<file path="src/rtl/argmax_reader_m3.sv">
// argmax_reader_m3
//
// Output-layer classifier. When the layer-2 block raises M2done, this block
// walks raddr over every class entry of the layer-2 accumulator register file,
// reads each signed score from regf_data (combinational read), keeps a
// running maximum and reports the winning class with a one-cycle M3done pulse.
//
// Ports
//   clk        in   single clock, rising edge
//   rst        in   asynchronous active-low reset
//   M2done     in   layer-2 complete level; a rising edge starts a sweep
//   regf_data  in   DATA_W score for the address currently on raddr
//   raddr      out  ADDR_W register-file read address
//   busy       out  high while a sweep is in progress
//   class_idx  out  index of the maximum score of the last completed sweep
//   max_val    out  maximum score of the last completed sweep
//   M3done     out  one-cycle pulse when a new result is valid
//   OVER       out  result-valid level, cleared when the next sweep starts
//   dbg_state  out  current FSM state (IDLE=0, READ=1, DONE=2)
//
// Handshake: there is no back-pressure. A sweep is requested by a 0->1
// transition of M2done seen in IDLE; requests arriving while READ or DONE
// are dropped. The register file must present regf_data for raddr within
// the same cycle. The result is qualified by M3done (pulse) or OVER (level).
module argmax_reader_m3 #(
    parameter int N_CLASS = 10,
    parameter int ADDR_W  = 4,
    parameter int DATA_W  = 32
) (
    input  logic              clk,
    input  logic              rst,
    input  logic              M2done,
    input  logic [DATA_W-1:0] regf_data,
    output logic [ADDR_W-1:0] raddr,
    output logic              busy,
    output logic [ADDR_W-1:0] class_idx,
    output logic [DATA_W-1:0] max_val,
    output logic              M3done,
    output logic              OVER,
    output logic [1:0]        dbg_state
);

    localparam logic [1:0] S_IDLE = 2'd0;
    localparam logic [1:0] S_READ = 2'd1;
    localparam logic [1:0] S_DONE = 2'd2;

    localparam logic [ADDR_W-1:0] LAST_ADDR = ADDR_W'(N_CLASS - 1);

    logic [1:0]        state_q,     state_d;
    logic              m2_q;
    logic [ADDR_W-1:0] raddr_q,     raddr_d;
    logic              busy_q,      busy_d;
    logic [ADDR_W-1:0] class_idx_q, class_idx_d;
    logic [DATA_W-1:0] max_val_q,   max_val_d;
    logic              m3done_q,    m3done_d;
    logic              over_q,      over_d;
    logic [DATA_W-1:0] work_max_q,  work_max_d;
    logic [ADDR_W-1:0] work_idx_q,  work_idx_d;

    logic              start;
    logic              take_new;
    logic [DATA_W-1:0] cand_max;
    logic [ADDR_W-1:0] cand_idx;

    // m2_q resets to 0, so M2done already high at reset release is a start.
    assign start = M2done & ~m2_q;

    // Address 0 seeds the running max unconditionally; later addresses
    // replace it only on a strictly greater signed score, so ties keep the
    // lower index.
    assign take_new = (raddr_q == '0) ||
                      ($signed(regf_data) > $signed(work_max_q));
    assign cand_max = take_new ? regf_data : work_max_q;
    assign cand_idx = take_new ? raddr_q   : work_idx_q;

    always_comb begin
        state_d     = state_q;
        raddr_d     = raddr_q;
        busy_d      = busy_q;
        class_idx_d = class_idx_q;
        max_val_d   = max_val_q;
        m3done_d    = 1'b0;
        over_d      = over_q;
        work_max_d  = work_max_q;
        work_idx_d  = work_idx_q;

        case (state_q)
            S_IDLE: begin
                raddr_d = '0;
                if (start) begin
                    state_d = S_READ;
                    busy_d  = 1'b1;
                    over_d  = 1'b0;
                end
            end
            S_READ: begin
                work_max_d = cand_max;
                work_idx_d = cand_idx;
                if (raddr_q == LAST_ADDR) begin
                    // Publish including the compare of the last entry.
                    class_idx_d = cand_idx;
                    max_val_d   = cand_max;
                    raddr_d     = '0;
                    busy_d      = 1'b0;
                    m3done_d    = 1'b1;
                    over_d      = 1'b1;
                    state_d     = S_DONE;
                end else begin
                    raddr_d = raddr_q + ADDR_W'(1);
                end
            end
            S_DONE: begin
                state_d = S_IDLE;
            end
            default: begin
                state_d = S_IDLE;
                raddr_d = '0;
                busy_d  = 1'b0;
            end
        endcase
    end

    always_ff @(posedge clk or negedge rst) begin
        if (!rst) begin
            state_q     <= S_IDLE;
            m2_q        <= 1'b0;
            raddr_q     <= '0;
            busy_q      <= 1'b0;
            class_idx_q <= '0;
            max_val_q   <= '0;
            m3done_q    <= 1'b0;
            over_q      <= 1'b0;
            work_max_q  <= '0;
            work_idx_q  <= '0;
        end else begin
            state_q     <= state_d;
            m2_q        <= M2done;
            raddr_q     <= raddr_d;
            busy_q      <= busy_d;
            class_idx_q <= class_idx_d;
            max_val_q   <= max_val_d;
            m3done_q    <= m3done_d;
            over_q      <= over_d;
            work_max_q  <= work_max_d;
            work_idx_q  <= work_idx_d;
        end
    end

    assign raddr     = raddr_q;
    assign busy      = busy_q;
    assign class_idx = class_idx_q;
    assign max_val   = max_val_q;
    assign M3done    = m3done_q;
    assign OVER      = over_q;
    assign dbg_state = state_q;

endmodule

</file>
<file path="config.mk">
export PLATFORM = sky130hd
export DESIGN_NAME = argmax_reader_m3
export DESIGN_NICKNAME = d
export VERILOG_FILES = /design/src/rtl/argmax_reader_m3.sv
export SDC_FILE = /design/constraint.sdc
export NUM_CORES = 1
export LEC_CHECK = 0
export CORE_AREA = 2 2 105 107
export CTS_CLUSTER_DIAMETER = 30
export DETAILED_ROUTE_END_ITERATION = 7
export DIE_AREA = 0 0 107 109
export PLACE_DENSITY_LB_ADDON = 0.2
export SYNTH_ARGS = -nofsm -noshare
export SYNTH_HDL_FRONTEND = slang
export SYNTH_SLANG_ARGS = --single-unit
</file>
<file path="constraint.sdc">
create_clock -name clk -period 6.8 [get_ports clk]
set_input_delay 1.36 -clock clk [delete_from_list [all_inputs] [get_ports clk]]
set_output_delay 1.36 -clock clk [all_outputs]
set_load 0.1 [all_outputs]
</file>
==> impl_metrics.json <==
{
  "run_status": "complete, no violations",
  "synth_top_area_share_pct": 44.54,
  "yosys-top-cells-area": "sky130_fd_sc_hd__dfrtp_1 (45%), sky130_fd_sc_hd__mux2_4 (11%), sky130_fd_sc_hd__ha_1 (9.5%)",
  "hold_path.class": "register to register",
  "place.detailed.hpwl_um": 6952,
  "route.detailed.vias_per_inst": 5.443,
  "post_synth_most_frequent_cells": "sky130_fd_sc_hd__dfrtp_1 (82), sky130_fd_sc_hd__o21ai_0 (43), sky130_fd_sc_hd__nor2_1 (42)",
  "floorplan.die.height_um": 109,
  "worstPathCellList": "clkdlybuf4s50_1, ha_1, nand4_1, nor4_1, nand3_1, nor2_1, a21o_1, nor3_4, buf_12, mux2_4",
  "detail-route-antenna-nets": 0,
  "grt_use_total_pct": 18.89,
  "worst_path_dominant_cell_family": "simple AND/OR/NAND/NOR gates",
  "yosys_register_bits": 82,
  "row_count": 38,
  "finClkSkew_ns": 0.01374,
  "worst_ep_arrival_time_ns": 5.19,
  "synth.net_count": 519,
  "post_synth_instance_area_um2": 4607,
  "layout-drive-gt1-share_pct": 11.66,
  "unrepaired_setup_endpoints_after_global_routing": "no",
  "cap_viol_max_count": 0,
  "tritoncts_clock_tree": "built",
  "worst_setup_path_start_kind": "primary input",
  "clockRootBuffer": "sky130_fd_sc_hd__clkbuf_8",
  "maxClockFrequency_mhz": 202.0,
  "grt_max_degree": 83,
  "fin_hold_ws_ns": 0.5013,
  "h_tree_depth": 3,
  "postSynth.topFlopCell": "sky130_fd_sc_hd__dfrtp_1",
  "cts-buffers-inserted": 9,
  "critical_path_buf_inv_count": 2,
  "floorplan.initialDensity_pct": 43.45,
  "antenna_found_initial": 0,
  "routed_wirelength_normalized_by_instance_count_um": 15.87,
  "route.layer.met1.wl_um": 5105,
  "synth_sequential_area_ratio_pct": 44.54,
  "wl_met3_um": 361,
  "top_layer": "met4",
  "setup_viol": 0,
  "worstSetupEndpointType": "register",
  "tritoncts_num_sinks": 82,
  "io_pins": 80,
  "worst-endpoint-required_ns": 7.04,
  "count_of_flip_flops_with_a_built_in_enable_after_synthesis": 0,
  "synth.avg_cell_area_um2": 10.26,
  "yosys.cell_count.top_type": "sky130_fd_sc_hd__dfrtp_1",
  "gp_routability_congestion": 0.7837,
  "worst-path-max-fanout": 35,
  "max_stage_delay_ns": 0.84,
  "core_area_um2": 10600,
  "first_pass_iters": 4,
  "placement.io_buffers": 79,
  "cts.path.max_buffers": 2,
  "finalCritPeriodShare_pct": 72.79,
  "period_needed_ns": 4.950,
  "drt-initial-drc-count": 155,
  "slew_violations": 0,
  "cts-hold-fix-buffers": 0,
  "rrSetupSlack_ns": 2.90,
  "met2RoutedLength_um": 4938,
  "fin_tns_setup_ns": 0,
  "globalRouteOverflowTotal": 0,
  "grt_pass1_wl_um": 17420,
  "maxSlewHeadroom_pct": 25.05,
  "post_cts.resized_instances": 0,
  "netlist-cell-type-count": 42,
  "drcViolationCount": 0,
  "yosys_warnings": 0,
  "netlist.top_cell.by_area": "sky130_fd_sc_hd__dfrtp_1",
  "nNetsFinal": 588,
  "post-cts-setup-buffers": 0,
  "grt_pass1_vias": 3519,
  "register_clock_pin_slew_on_the_reported_worst_setup_and_hold_paths_ns": 0.08,
  "critPathKind": "primary input to register",
  "async_flop_share_pct": 100.0,
  "worst-slew-pin-transition_ns": 1.122,
  "area_growth_syn_to_layout_pct": 22.92,
  "final-hold-violation-count": 0,
  "dieWidth_um": 107,
  "slowest_stage": "sky130_fd_sc_hd__a21o_1",
  "number_of_instances_in_the_synthesized_netlist": 449,
  "floorplan_die_area_um2": 11660,
  "detail_route.wirelength_um": 10520,
  "detailroute.via_count": 3609,
  "clock_latency_ns": 0.35,
  "antenna-diode-count": 0
}
## registers in the layout (all words and copies together) (netlist names)
signal,cells
dbg_state,2
max_val,32
busy,1
work_idx_q,4
m2_q,1
M3done,1
class_idx,4
OVER,1
raddr,4
work_max_q,32
## placed cells by master, fill, tap and decap left out, types with 9 or more instances in the layout
| cell type | instances |
|---|---|
| sky130_fd_sc_hd__dfrtp_1 | 82 |
| sky130_fd_sc_hd__clkdlybuf4s50_1 | 78 |
| sky130_fd_sc_hd__o21ai_0 | 43 |
| sky130_fd_sc_hd__nor2_1 | 41 |
| sky130_fd_sc_hd__nand3_1 | 40 |
| sky130_fd_sc_hd__inv_1 | 36 |
| sky130_fd_sc_hd__ha_1 | 35 |
| sky130_fd_sc_hd__a31oi_1 | 34 |
| sky130_fd_sc_hd__mux2_4 | 33 |
| sky130_fd_sc_hd__a21oi_1 | 16 |
| sky130_fd_sc_hd__nand2_1 | 12 |
| sky130_fd_sc_hd__clkbuf_8 | 9 |
## layer usage
metal  track usage (%)  up-vias
met3             2.271        9
met1             26.67     1781
met4             6.308        0
met5                 0        -
met2             30.35       67
li1                  -     1752
## logic make-up (layout without fill, tap and decap cells)
family | count (synthesis) | after routing | synth area share (%)
adders and majority gates | 35 | 35 | 9.506
muxes | 35 | 35 | 11.22
DFF | 82 | 82 | 44.54
buffers and inverters | 61 | 135 | 6.355
xor gates and xnor gates | 1 | 1 | 0.1901
AOI/OAI and AO/OA | 112 | 112 | 14.48
and+or+nand+nor | 123 | 123 | 13.72
## cell type report
| class | count | area, µm² |
|---|---|---|
| clock buffer | 10 | 127.6 |
| clock inverter | 6 | 65.06 |
| fill | 988 | 4940 |
| inverter | 36 | 135.1 |
| multi-input combinational | 306 | 2277 |
| sequential | 82 | 2052 |
| tap | 140 | 175.2 |
| timing repair buffer | 83 | 830.8 |
## path summary, 6_finish.rpt
| check | cells past startpoint | to | startpoint |
|---|---|---|---|
| max | 10 | work_max_q[17] | regf_data[31] |
| max reg2reg | 8 | work_max_q[1] | raddr[0] |
| min reg2reg | 1 | work_idx_q[2] | work_idx_q[2] |
| max in group asynchronous | 1 | work_max_q[28] | rst |
| min in group asynchronous | 1 | max_val[5] | rst |
| min | 1 | work_idx_q[2] | work_idx_q[2] |
## metrics by stage
step	std cells	setup slack, ns	instance area, µm²	utilization, %
2_1_floorplan	449	3.100	4607	-
3_3_place_gp	647	1.584	5470	51.59
3_5_place_dp	647	1.452	5470	51.59
4_1_cts	663	1.822	5663	53.41
5_1_grt	663	1.556	5663	53.41
6_report	663	1.850	5663	53.41
Power is left out: the tool's default activity adds up to more than one toggle a clock period on the data nets, which glitch-free logic cannot reach.
